--- src/rtl/axi_sram_if.sv ---
// AXI3 slave-port bundle plus the single-port SRAM macro pins used by axi_sram_slv.
// The slave modport is the bridge's view; master is the requester/memory-model side.
interface axi_sram_if #(
   parameter int MEM_AW = 14
) ();
   logic [9:0]        s_awid;
   logic [31:0]       s_awaddr;
   logic [7:0]        s_awlen;
   logic [2:0]        s_awsize;
   logic [1:0]        s_awburst;
   logic              s_awvalid;
   logic              s_awready;
   logic [31:0]       s_wdata;
   logic [3:0]        s_wstrb;
   logic [9:0]        s_wid;
   logic              s_wlast;
   logic              s_wvalid;
   logic              s_wready;
   logic [9:0]        s_bid;
   logic [1:0]        s_bresp;
   logic              s_bvalid;
   logic              s_bready;
   logic [9:0]        s_arid;
   logic [31:0]       s_araddr;
   logic [7:0]        s_arlen;
   logic [2:0]        s_arsize;
   logic [1:0]        s_arburst;
   logic              s_arvalid;
   logic              s_arready;
   logic [9:0]        s_rid;
   logic [31:0]       s_rdata;
   logic [1:0]        s_rresp;
   logic              s_rlast;
   logic              s_rvalid;
   logic              s_rready;
   logic              sram_cs;
   logic              sram_we;
   logic [MEM_AW-1:0] sram_a;
   logic [3:0]        sram_byte;
   logic [31:0]       sram_di;
   logic [31:0]       sram_do;

   modport slave (
      input  s_awid, s_awaddr, s_awlen, s_awsize, s_awburst, s_awvalid,
      output s_awready,
      input  s_wdata, s_wstrb, s_wid, s_wlast, s_wvalid,
      output s_wready,
      output s_bid, s_bresp, s_bvalid,
      input  s_bready,
      input  s_arid, s_araddr, s_arlen, s_arsize, s_arburst, s_arvalid,
      output s_arready,
      output s_rid, s_rdata, s_rresp, s_rlast, s_rvalid,
      input  s_rready,
      output sram_cs, sram_we, sram_a, sram_byte, sram_di,
      input  sram_do
   );

   modport master (
      output s_awid, s_awaddr, s_awlen, s_awsize, s_awburst, s_awvalid,
      input  s_awready,
      output s_wdata, s_wstrb, s_wid, s_wlast, s_wvalid,
      input  s_wready,
      input  s_bid, s_bresp, s_bvalid,
      output s_bready,
      output s_arid, s_araddr, s_arlen, s_arsize, s_arburst, s_arvalid,
      input  s_arready,
      input  s_rid, s_rdata, s_rresp, s_rlast, s_rvalid,
      output s_rready,
      input  sram_cs, sram_we, sram_a, sram_byte, sram_di,
      output sram_do
   );
endinterface

--- src/rtl/axi_sram_slv.sv ---
// Single-outstanding AXI3 responder in front of a synchronous single-port SRAM.
// Reads take two cycles per beat (request, then data); writes go straight through per W beat.
module axi_sram_slv #(
   parameter logic [31:0] BASE_ADDR = 32'h0000_0000,
   parameter int          MEM_AW    = 14
) (
   input logic       clk,
   input logic       rstn,
   axi_sram_if.slave bus
);
   typedef enum logic [2:0] {IDLE, WDATA, WRESP, RREQ, RDATA} state_t;

   state_t      state_reg, state_next;
   logic        rr_pri_reg, rr_pri_next;
   logic [9:0]  id_reg, id_next;
   logic [31:0] addr_reg, addr_next;
   logic [7:0]  len_reg, len_next;
   logic [7:0]  beat_cnt_reg, beat_cnt_next;
   logic [1:0]  burst_reg, burst_next;
   logic        err_reg, err_next;
   logic [31:0] rdata_reg, rdata_next;
   logic        first_reg, first_next;

   logic        grant_w, grant_r, in_range, last_beat;
   logic [31:0] addr_step, beat_data;

   assign in_range  = (addr_reg[31:MEM_AW+2] == BASE_ADDR[31:MEM_AW+2]);
   assign addr_step = (burst_reg == 2'b00) ? addr_reg : addr_reg + 32'd4;
   assign last_beat = (beat_cnt_reg == len_reg);
   assign beat_data = in_range ? bus.sram_do : 32'd0;
   // rr_pri = 0 favours the write channel when both address channels are valid
   assign grant_w = (state_reg == IDLE) && bus.s_awvalid && (!bus.s_arvalid || !rr_pri_reg);
   assign grant_r = (state_reg == IDLE) && bus.s_arvalid && (!bus.s_awvalid || rr_pri_reg);

   always_ff @(posedge clk or negedge rstn) begin
      if (!rstn) begin
         state_reg    <= IDLE;
         rr_pri_reg   <= 1'b0;
         id_reg       <= '0;
         addr_reg     <= '0;
         len_reg      <= '0;
         beat_cnt_reg <= '0;
         burst_reg    <= '0;
         err_reg      <= 1'b0;
         rdata_reg    <= '0;
         first_reg    <= 1'b0;
      end else begin
         state_reg    <= state_next;
         rr_pri_reg   <= rr_pri_next;
         id_reg       <= id_next;
         addr_reg     <= addr_next;
         len_reg      <= len_next;
         beat_cnt_reg <= beat_cnt_next;
         burst_reg    <= burst_next;
         err_reg      <= err_next;
         rdata_reg    <= rdata_next;
         first_reg    <= first_next;
      end
   end

   always_comb begin
      state_next    = state_reg;
      rr_pri_next   = rr_pri_reg;
      id_next       = id_reg;
      addr_next     = addr_reg;
      len_next      = len_reg;
      beat_cnt_next = beat_cnt_reg;
      burst_next    = burst_reg;
      err_next      = err_reg;
      rdata_next    = rdata_reg;
      first_next    = first_reg;

      bus.s_awready = 1'b0;
      bus.s_arready = 1'b0;
      bus.s_wready  = 1'b0;
      bus.s_bvalid  = 1'b0;
      bus.s_bid     = '0;
      bus.s_bresp   = 2'b00;
      bus.s_rvalid  = 1'b0;
      bus.s_rid     = '0;
      bus.s_rresp   = 2'b00;
      bus.s_rlast   = 1'b0;
      // SRAM output is only valid in the first RDATA cycle, so it is passed through then and held after
      bus.s_rdata   = first_reg ? beat_data : rdata_reg;
      bus.sram_cs   = 1'b0;
      bus.sram_we   = 1'b0;
      bus.sram_a    = '0;
      bus.sram_byte = '0;
      bus.sram_di   = '0;

      case (state_reg)
         IDLE: begin
            bus.s_awready = grant_w;
            bus.s_arready = grant_r;
            if (grant_w) begin
               id_next       = bus.s_awid;
               addr_next     = bus.s_awaddr;
               len_next      = bus.s_awlen;
               burst_next    = bus.s_awburst;
               beat_cnt_next = '0;
               err_next      = 1'b0;
               rr_pri_next   = ~rr_pri_reg;
               state_next    = WDATA;
            end else if (grant_r) begin
               id_next       = bus.s_arid;
               addr_next     = bus.s_araddr;
               len_next      = bus.s_arlen;
               burst_next    = bus.s_arburst;
               beat_cnt_next = '0;
               rr_pri_next   = ~rr_pri_reg;
               state_next    = RREQ;
            end
         end
         WDATA: begin
            bus.s_wready = 1'b1;
            if (bus.s_wvalid) begin
               if (in_range) begin
                  if (bus.s_wstrb != 4'b0000) begin
                     bus.sram_cs   = 1'b1;
                     bus.sram_we   = 1'b1;
                     bus.sram_a    = addr_reg[MEM_AW+1:2];
                     bus.sram_byte = bus.s_wstrb;
                     bus.sram_di   = bus.s_wdata;
                  end
               end else begin
                  err_next = 1'b1;
               end
               if (bus.s_wlast != last_beat) err_next = 1'b1;
               beat_cnt_next = beat_cnt_reg + 8'd1;
               addr_next     = addr_step;
               if (bus.s_wlast) state_next = WRESP;
            end
         end
         WRESP: begin
            bus.s_bvalid = 1'b1;
            bus.s_bid    = id_reg;
            bus.s_bresp  = err_reg ? 2'b10 : 2'b00;
            if (bus.s_bready) state_next = IDLE;
         end
         RREQ: begin
            if (in_range) begin
               bus.sram_cs = 1'b1;
               bus.sram_a  = addr_reg[MEM_AW+1:2];
            end
            first_next = 1'b1;
            state_next = RDATA;
         end
         RDATA: begin
            bus.s_rvalid = 1'b1;
            bus.s_rid    = id_reg;
            bus.s_rresp  = in_range ? 2'b00 : 2'b10;
            bus.s_rlast  = last_beat;
            if (first_reg) begin
               rdata_next = beat_data;
               first_next = 1'b0;
            end
            if (bus.s_rready) begin
               if (last_beat) begin
                  state_next = IDLE;
               end else begin
                  beat_cnt_next = beat_cnt_reg + 8'd1;
                  addr_next     = addr_step;
                  state_next    = RREQ;
               end
            end
         end
         default: state_next = IDLE;
      endcase
   end
endmodule
--- src/flat_wrapper.sv ---
// flat-port wrapper written by rule: the top's interface ports become plain ports
module axi_sram_slv_flat 
#(
   parameter logic [31:0] BASE_ADDR = 32'h0000_0000,
   parameter int          MEM_AW    = 14
)
  (clk, rstn, bus_s_awid, bus_s_awaddr, bus_s_awlen, bus_s_awsize, bus_s_awburst, bus_s_awvalid, bus_s_awready, bus_s_wdata, bus_s_wstrb, bus_s_wid, bus_s_wlast, bus_s_wvalid, bus_s_wready, bus_s_bid, bus_s_bresp, bus_s_bvalid, bus_s_bready, bus_s_arid, bus_s_araddr, bus_s_arlen, bus_s_arsize, bus_s_arburst, bus_s_arvalid, bus_s_arready, bus_s_rid, bus_s_rdata, bus_s_rresp, bus_s_rlast, bus_s_rvalid, bus_s_rready, bus_sram_cs, bus_sram_we, bus_sram_a, bus_sram_byte, bus_sram_di, bus_sram_do);
  axi_sram_if #(.MEM_AW(MEM_AW)) bus_i ();
  input logic clk;
  input logic rstn;
  input wire logic [$bits(bus_i.s_awid)-1:0] bus_s_awid;
  input wire logic [$bits(bus_i.s_awaddr)-1:0] bus_s_awaddr;
  input wire logic [$bits(bus_i.s_awlen)-1:0] bus_s_awlen;
  input wire logic [$bits(bus_i.s_awsize)-1:0] bus_s_awsize;
  input wire logic [$bits(bus_i.s_awburst)-1:0] bus_s_awburst;
  input wire logic [$bits(bus_i.s_awvalid)-1:0] bus_s_awvalid;
  output wire logic [$bits(bus_i.s_awready)-1:0] bus_s_awready;
  input wire logic [$bits(bus_i.s_wdata)-1:0] bus_s_wdata;
  input wire logic [$bits(bus_i.s_wstrb)-1:0] bus_s_wstrb;
  input wire logic [$bits(bus_i.s_wid)-1:0] bus_s_wid;
  input wire logic [$bits(bus_i.s_wlast)-1:0] bus_s_wlast;
  input wire logic [$bits(bus_i.s_wvalid)-1:0] bus_s_wvalid;
  output wire logic [$bits(bus_i.s_wready)-1:0] bus_s_wready;
  output wire logic [$bits(bus_i.s_bid)-1:0] bus_s_bid;
  output wire logic [$bits(bus_i.s_bresp)-1:0] bus_s_bresp;
  output wire logic [$bits(bus_i.s_bvalid)-1:0] bus_s_bvalid;
  input wire logic [$bits(bus_i.s_bready)-1:0] bus_s_bready;
  input wire logic [$bits(bus_i.s_arid)-1:0] bus_s_arid;
  input wire logic [$bits(bus_i.s_araddr)-1:0] bus_s_araddr;
  input wire logic [$bits(bus_i.s_arlen)-1:0] bus_s_arlen;
  input wire logic [$bits(bus_i.s_arsize)-1:0] bus_s_arsize;
  input wire logic [$bits(bus_i.s_arburst)-1:0] bus_s_arburst;
  input wire logic [$bits(bus_i.s_arvalid)-1:0] bus_s_arvalid;
  output wire logic [$bits(bus_i.s_arready)-1:0] bus_s_arready;
  output wire logic [$bits(bus_i.s_rid)-1:0] bus_s_rid;
  output wire logic [$bits(bus_i.s_rdata)-1:0] bus_s_rdata;
  output wire logic [$bits(bus_i.s_rresp)-1:0] bus_s_rresp;
  output wire logic [$bits(bus_i.s_rlast)-1:0] bus_s_rlast;
  output wire logic [$bits(bus_i.s_rvalid)-1:0] bus_s_rvalid;
  input wire logic [$bits(bus_i.s_rready)-1:0] bus_s_rready;
  output wire logic [$bits(bus_i.sram_cs)-1:0] bus_sram_cs;
  output wire logic [$bits(bus_i.sram_we)-1:0] bus_sram_we;
  output wire logic [$bits(bus_i.sram_a)-1:0] bus_sram_a;
  output wire logic [$bits(bus_i.sram_byte)-1:0] bus_sram_byte;
  output wire logic [$bits(bus_i.sram_di)-1:0] bus_sram_di;
  input wire logic [$bits(bus_i.sram_do)-1:0] bus_sram_do;
  assign bus_i.s_awid = bus_s_awid;
  assign bus_i.s_awaddr = bus_s_awaddr;
  assign bus_i.s_awlen = bus_s_awlen;
  assign bus_i.s_awsize = bus_s_awsize;
  assign bus_i.s_awburst = bus_s_awburst;
  assign bus_i.s_awvalid = bus_s_awvalid;
  assign bus_s_awready = bus_i.s_awready;
  assign bus_i.s_wdata = bus_s_wdata;
  assign bus_i.s_wstrb = bus_s_wstrb;
  assign bus_i.s_wid = bus_s_wid;
  assign bus_i.s_wlast = bus_s_wlast;
  assign bus_i.s_wvalid = bus_s_wvalid;
  assign bus_s_wready = bus_i.s_wready;
  assign bus_s_bid = bus_i.s_bid;
  assign bus_s_bresp = bus_i.s_bresp;
  assign bus_s_bvalid = bus_i.s_bvalid;
  assign bus_i.s_bready = bus_s_bready;
  assign bus_i.s_arid = bus_s_arid;
  assign bus_i.s_araddr = bus_s_araddr;
  assign bus_i.s_arlen = bus_s_arlen;
  assign bus_i.s_arsize = bus_s_arsize;
  assign bus_i.s_arburst = bus_s_arburst;
  assign bus_i.s_arvalid = bus_s_arvalid;
  assign bus_s_arready = bus_i.s_arready;
  assign bus_s_rid = bus_i.s_rid;
  assign bus_s_rdata = bus_i.s_rdata;
  assign bus_s_rresp = bus_i.s_rresp;
  assign bus_s_rlast = bus_i.s_rlast;
  assign bus_s_rvalid = bus_i.s_rvalid;
  assign bus_i.s_rready = bus_s_rready;
  assign bus_sram_cs = bus_i.sram_cs;
  assign bus_sram_we = bus_i.sram_we;
  assign bus_sram_a = bus_i.sram_a;
  assign bus_sram_byte = bus_i.sram_byte;
  assign bus_sram_di = bus_i.sram_di;
  assign bus_i.sram_do = bus_sram_do;
  axi_sram_slv #(.BASE_ADDR(BASE_ADDR), .MEM_AW(MEM_AW)) u_core (.clk(clk), .rstn(rstn), .bus(bus_i));
endmodule
--- config.mk ---
export PLATFORM = sky130hd
export DESIGN_NAME = axi_sram_slv_flat
export DESIGN_NICKNAME = d
export VERILOG_FILES = /design/src/rtl/axi_sram_if.sv /design/src/rtl/axi_sram_slv.sv /design/src/flat_wrapper.sv
export SDC_FILE = /design/constraint.sdc
export NUM_CORES = 1
export LEC_CHECK = 0
export BUFFER_PORTS_ARGS = -buffer_cell sky130_fd_sc_hd__buf_2
export CORE_MARGIN = 2
export CORE_UTILIZATION = 45
export DETAILED_ROUTE_END_ITERATION = 12
export GPL_TIMING_DRIVEN = 0
export PLACE_DENSITY = 0.79
export SKIP_LAST_GASP = 1
export SLEW_MARGIN = 20
export SYNTH_ARGS = -nofsm -noshare
export SYNTH_HDL_FRONTEND = slang
export SYNTH_SLANG_ARGS = --single-unit
--- constraint.sdc ---
create_clock -name clk -period 3.05 [get_ports clk]
set_input_delay 0.1525 -clock clk [delete_from_list [all_inputs] [get_ports clk]]
set_output_delay 0.1525 -clock clk [all_outputs]
set_load 0.02 [all_outputs]
==> reports/metrics.csv <==
stage,metric,value,unit
timing,Final Cycle Share,0.883,
critical_path,depth of the most critical reg-to-reg path,7,
cts,H-tree Lvls,3,
timing,Tightest Pin Transition,0.598,ns
cts,total clock sinks,96,
routing,post-route DRC violation count,0,
timing,setup TNS,0,ns
cts,CTS Buffer Depth,2,
die,Ports,310,
critical_path,Critical Setup Path Class,reg2out,
timing,Peak Freq,371,MHz
pwr,Cell Pwr Density,932,nW/um^2
global_route,first-pass GRT wire length,31.6,mm
routing,Pre-antenna DRT Iters,5,
critical_path,Critical Path RT,2.90,ns
critical_path,CP Capture Point,bus_sram_di[23],
critical_path,reg2reg setup slack,0.64,ns
yosys,Mapped Area,6200,sq um
routing,WL/cell,15.6,microns
cells_and_area,post-route cell area,8220,sq um
critical_path,"Data arrival, critical path",2.54,ns
yosys,Syn Inst Count,807,
cells_and_area,Final nets,1308,
yosys,synth cell count leaders,"nand2_1 (177), dfrtp_1 (96), and3_1 (54)",
routing,DR vias/cell,5.44,
cells_and_area,max FFs per register,32,
yosys,"flops & latches, synth",96,
routing,1st-iter DRT viols,520,
timing,worst hold slack,0.0189,ns
pwr,VDD IR max,0.437,mV
yosys,number of library cell types mapped by synthesis,55,
die,Starting Density,0.464,
cells_and_area,area delta synth->final,32.7,%
die,Die W,121,microns
timing,Slew HR,0.598,
timing,"Setup violations, final",0,
placed_design,GP Congestion,0.936,
timing,RSZ-0062 raised after global routing,no,
timing,"Worst Setup Slack, final",0.357,ns
critical_path,reg2reg end,u_core.addr_reg[28],
routing,vias,7024,
placed_design,pre-CTS WS,0.0443,ns
cts,root buffer cell,clkbuf_16,
global_route,initial antenna violation count,0,
yosys,sequential-to-total area share from yosys stat,0.388,
cts,CTS tree,built,
routing,final wirelength,20.1,mm
global_route,largest net degree at the start of global routing,57,
cts,"Reg clk slew, reported paths",0.06,ns
global_route,Overflow after GRT,0,
yosys,Synth Flop Type,dfrtp_1,
cts,CTS Buf Count,9,
die,die area,14700,sq um
pwr,Tot Pwr,7660,uW
critical_path,worst-path fanout max,10,
outcome,status,"complete, no violations",
cells_and_area,antenna cells,0,
timing,final hold violations,0,
timing,Slew Limit Fails,0,
yosys,most area-consuming cells after synthesis,"dfrtp_1 (39%), nand2_1 (11%), and3_1 (5.5%)",
yosys,Post-synth ARST share,1.00,
placed_design,final HPWL from detailed placement,15.6,mm
critical_path,Worst Setup SP,u_core.addr_reg[22],
critical_path,Worst Setup Start Kind,register,
die,row count,42,
timing,clk_skew,0.00671,ns
pwr,LEAKAGE,0.00427,uW
yosys,Ys Warns,0,
min_path,Tightest Hold Check Type,in2reg,
yosys,most frequent cell after synthesis,nand2_1,
global_route,number of global-route vias before repair,6499,
yosys,Synth top area share,0.388,
die,die height,121,microns
yosys,leading area contributor after synthesis,dfrtp_1,
timing,min Tclk post-route,2.69,ns
routing,Final ANT Viol Nets,0,
flow_run,max cap viols,0,
die,core area,13300,sq um
placed_design,I/O Buffers,287,
critical_path,CP endpoint kind,output port,
yosys,syn_area_per_cell,7.68,sq um
global_route,Global Route Usage Sum,0.269,
cells_and_area,layout cell share with drive strength beyond 1,0.305,
cts,Worst-Skew Late Latency,0.34,ns
critical_path,worst r2r src,u_core.addr_reg[2],
yosys,"EDFF count, synth",0,
placed_design,Post-Place Cell Area,7890,sq um
==> where the power goes <==
group	leakage [uW]	switching (uW)	internal, uW
Sequential	0.00118	471	1860
Clock	0.000150	456	678
Combinational	0.00294	2660	1540
==> how the worst min path moves through the flow <==
stage / startpoint / to / slack, ns / depth (start not counted)
final: bus_s_bready / u_core.state_reg[1] / 0.02 / 2
after global routing: bus_s_bready / u_core.state_reg[1] / 0.007 / 2
after CTS: bus_s_bready / u_core.state_reg[1] / 0.004 / 2
after detailed placement: rstn / u_core.rdata_reg[24] / 0.1 / 1
after global placement: bus_s_bready / u_core.state_reg[1] / 0.37 / 2
after floorplan: rstn / u_core.addr_reg[10] / -0.14 / 0
==> cell usage in the layout (no fill, tap or decap), types with 3 or more instances in the layout <==
| cell | count |
|---|---|
| o21ai_1 | 3 |
| buf_6 | 4 |
| o22ai_1 | 35 |
| a32oi_1 | 6 |
| nand4_1 | 6 |
| nand3_1 | 24 |
| o21ai_0 | 53 |
| nor2_1 | 46 |
| a21oi_1 | 37 |
| nor4_4 | 3 |
| nor4_1 | 6 |
| dfrtp_1 | 96 |
| buf_4 | 7 |
| o21a_1 | 3 |
| nor3_1 | 9 |
| inv_1 | 42 |
| xor2_1 | 13 |
| clkbuf_16 | 9 |
| clkbuf_1 | 41 |
| a31oi_1 | 32 |
| nand2_1 | 177 |
| nand2b_1 | 4 |
| mux2i_1 | 7 |
| o22a_1 | 16 |
| and2_1 | 36 |
| or3_1 | 4 |
| and3_1 | 54 |
| buf_2 | 297 |
| clkbuf_2 | 3 |
==> kinds of logic (layout without fill, tap and decap cells) <==
| kind of cell | count (synthesis) | after routing | share of synthesized area |
|---|---|---|---|
| multiplexers | 7 | 7 | 0.0113 |
| AND/OR/NAND/NOR | 378 | 378 | 0.296 |
| flip-flops | 96 | 96 | 0.388 |
| adder cells (fa/ha/maj) | 2 | 2 | 0.00404 |
| XOR/XNOR | 14 | 14 | 0.0198 |
| AO/OA/AOI/OAI | 203 | 203 | 0.207 |
| other | 1 | 2 | 0.000605 |
| buffers and inverters | 106 | 413 | 0.0737 |
==> metal layers <==
metal  wire [microns]  GRT usage
met5                0          0
met4              387     0.0927
met3             1440     0.0409
met2             9470      0.446
met1             8800      0.361
==> timing repair <==
item	CTS	global route
endpoints found under the setup margin	17	0
hold endpoints to repair	40	0
buffers inserted	2	0
hold buffers	1	0
gates resized for setup	1	0
==> metrics by stage <==
step | util | std cells
detailed placement | 0.591 | 1272
global placement | 0.589 | 1271
CTS | 0.616 | 1291
global route | 0.616 | 1291
finish | 0.616 | 1291
floorplan | - | 808
==> area by class of cell <==
type                       instances  area, sq um
fill                            1218         5130
clock inverter                     3         40.0
buffer                            63          295
timing repair buffer             291         1500
multi-input combinational        606         3350
clock buffer                      13          260
sequential                        96         2400
inverter                          43          161
tap                              176          220
==> worst max-delay path, cell delays in order (launching register included) <==
cell      delay, ns
dfrtp_1        0.36
clkbuf_1       0.18
nor4_1         0.29
nand4_1        0.14
buf_4          0.19
nor2b_1        0.12
clkbuf_1       0.28
clkbuf_2       0.26
and3_1         0.20
buf_2          0.17
(Power assumes the default switching activity.)
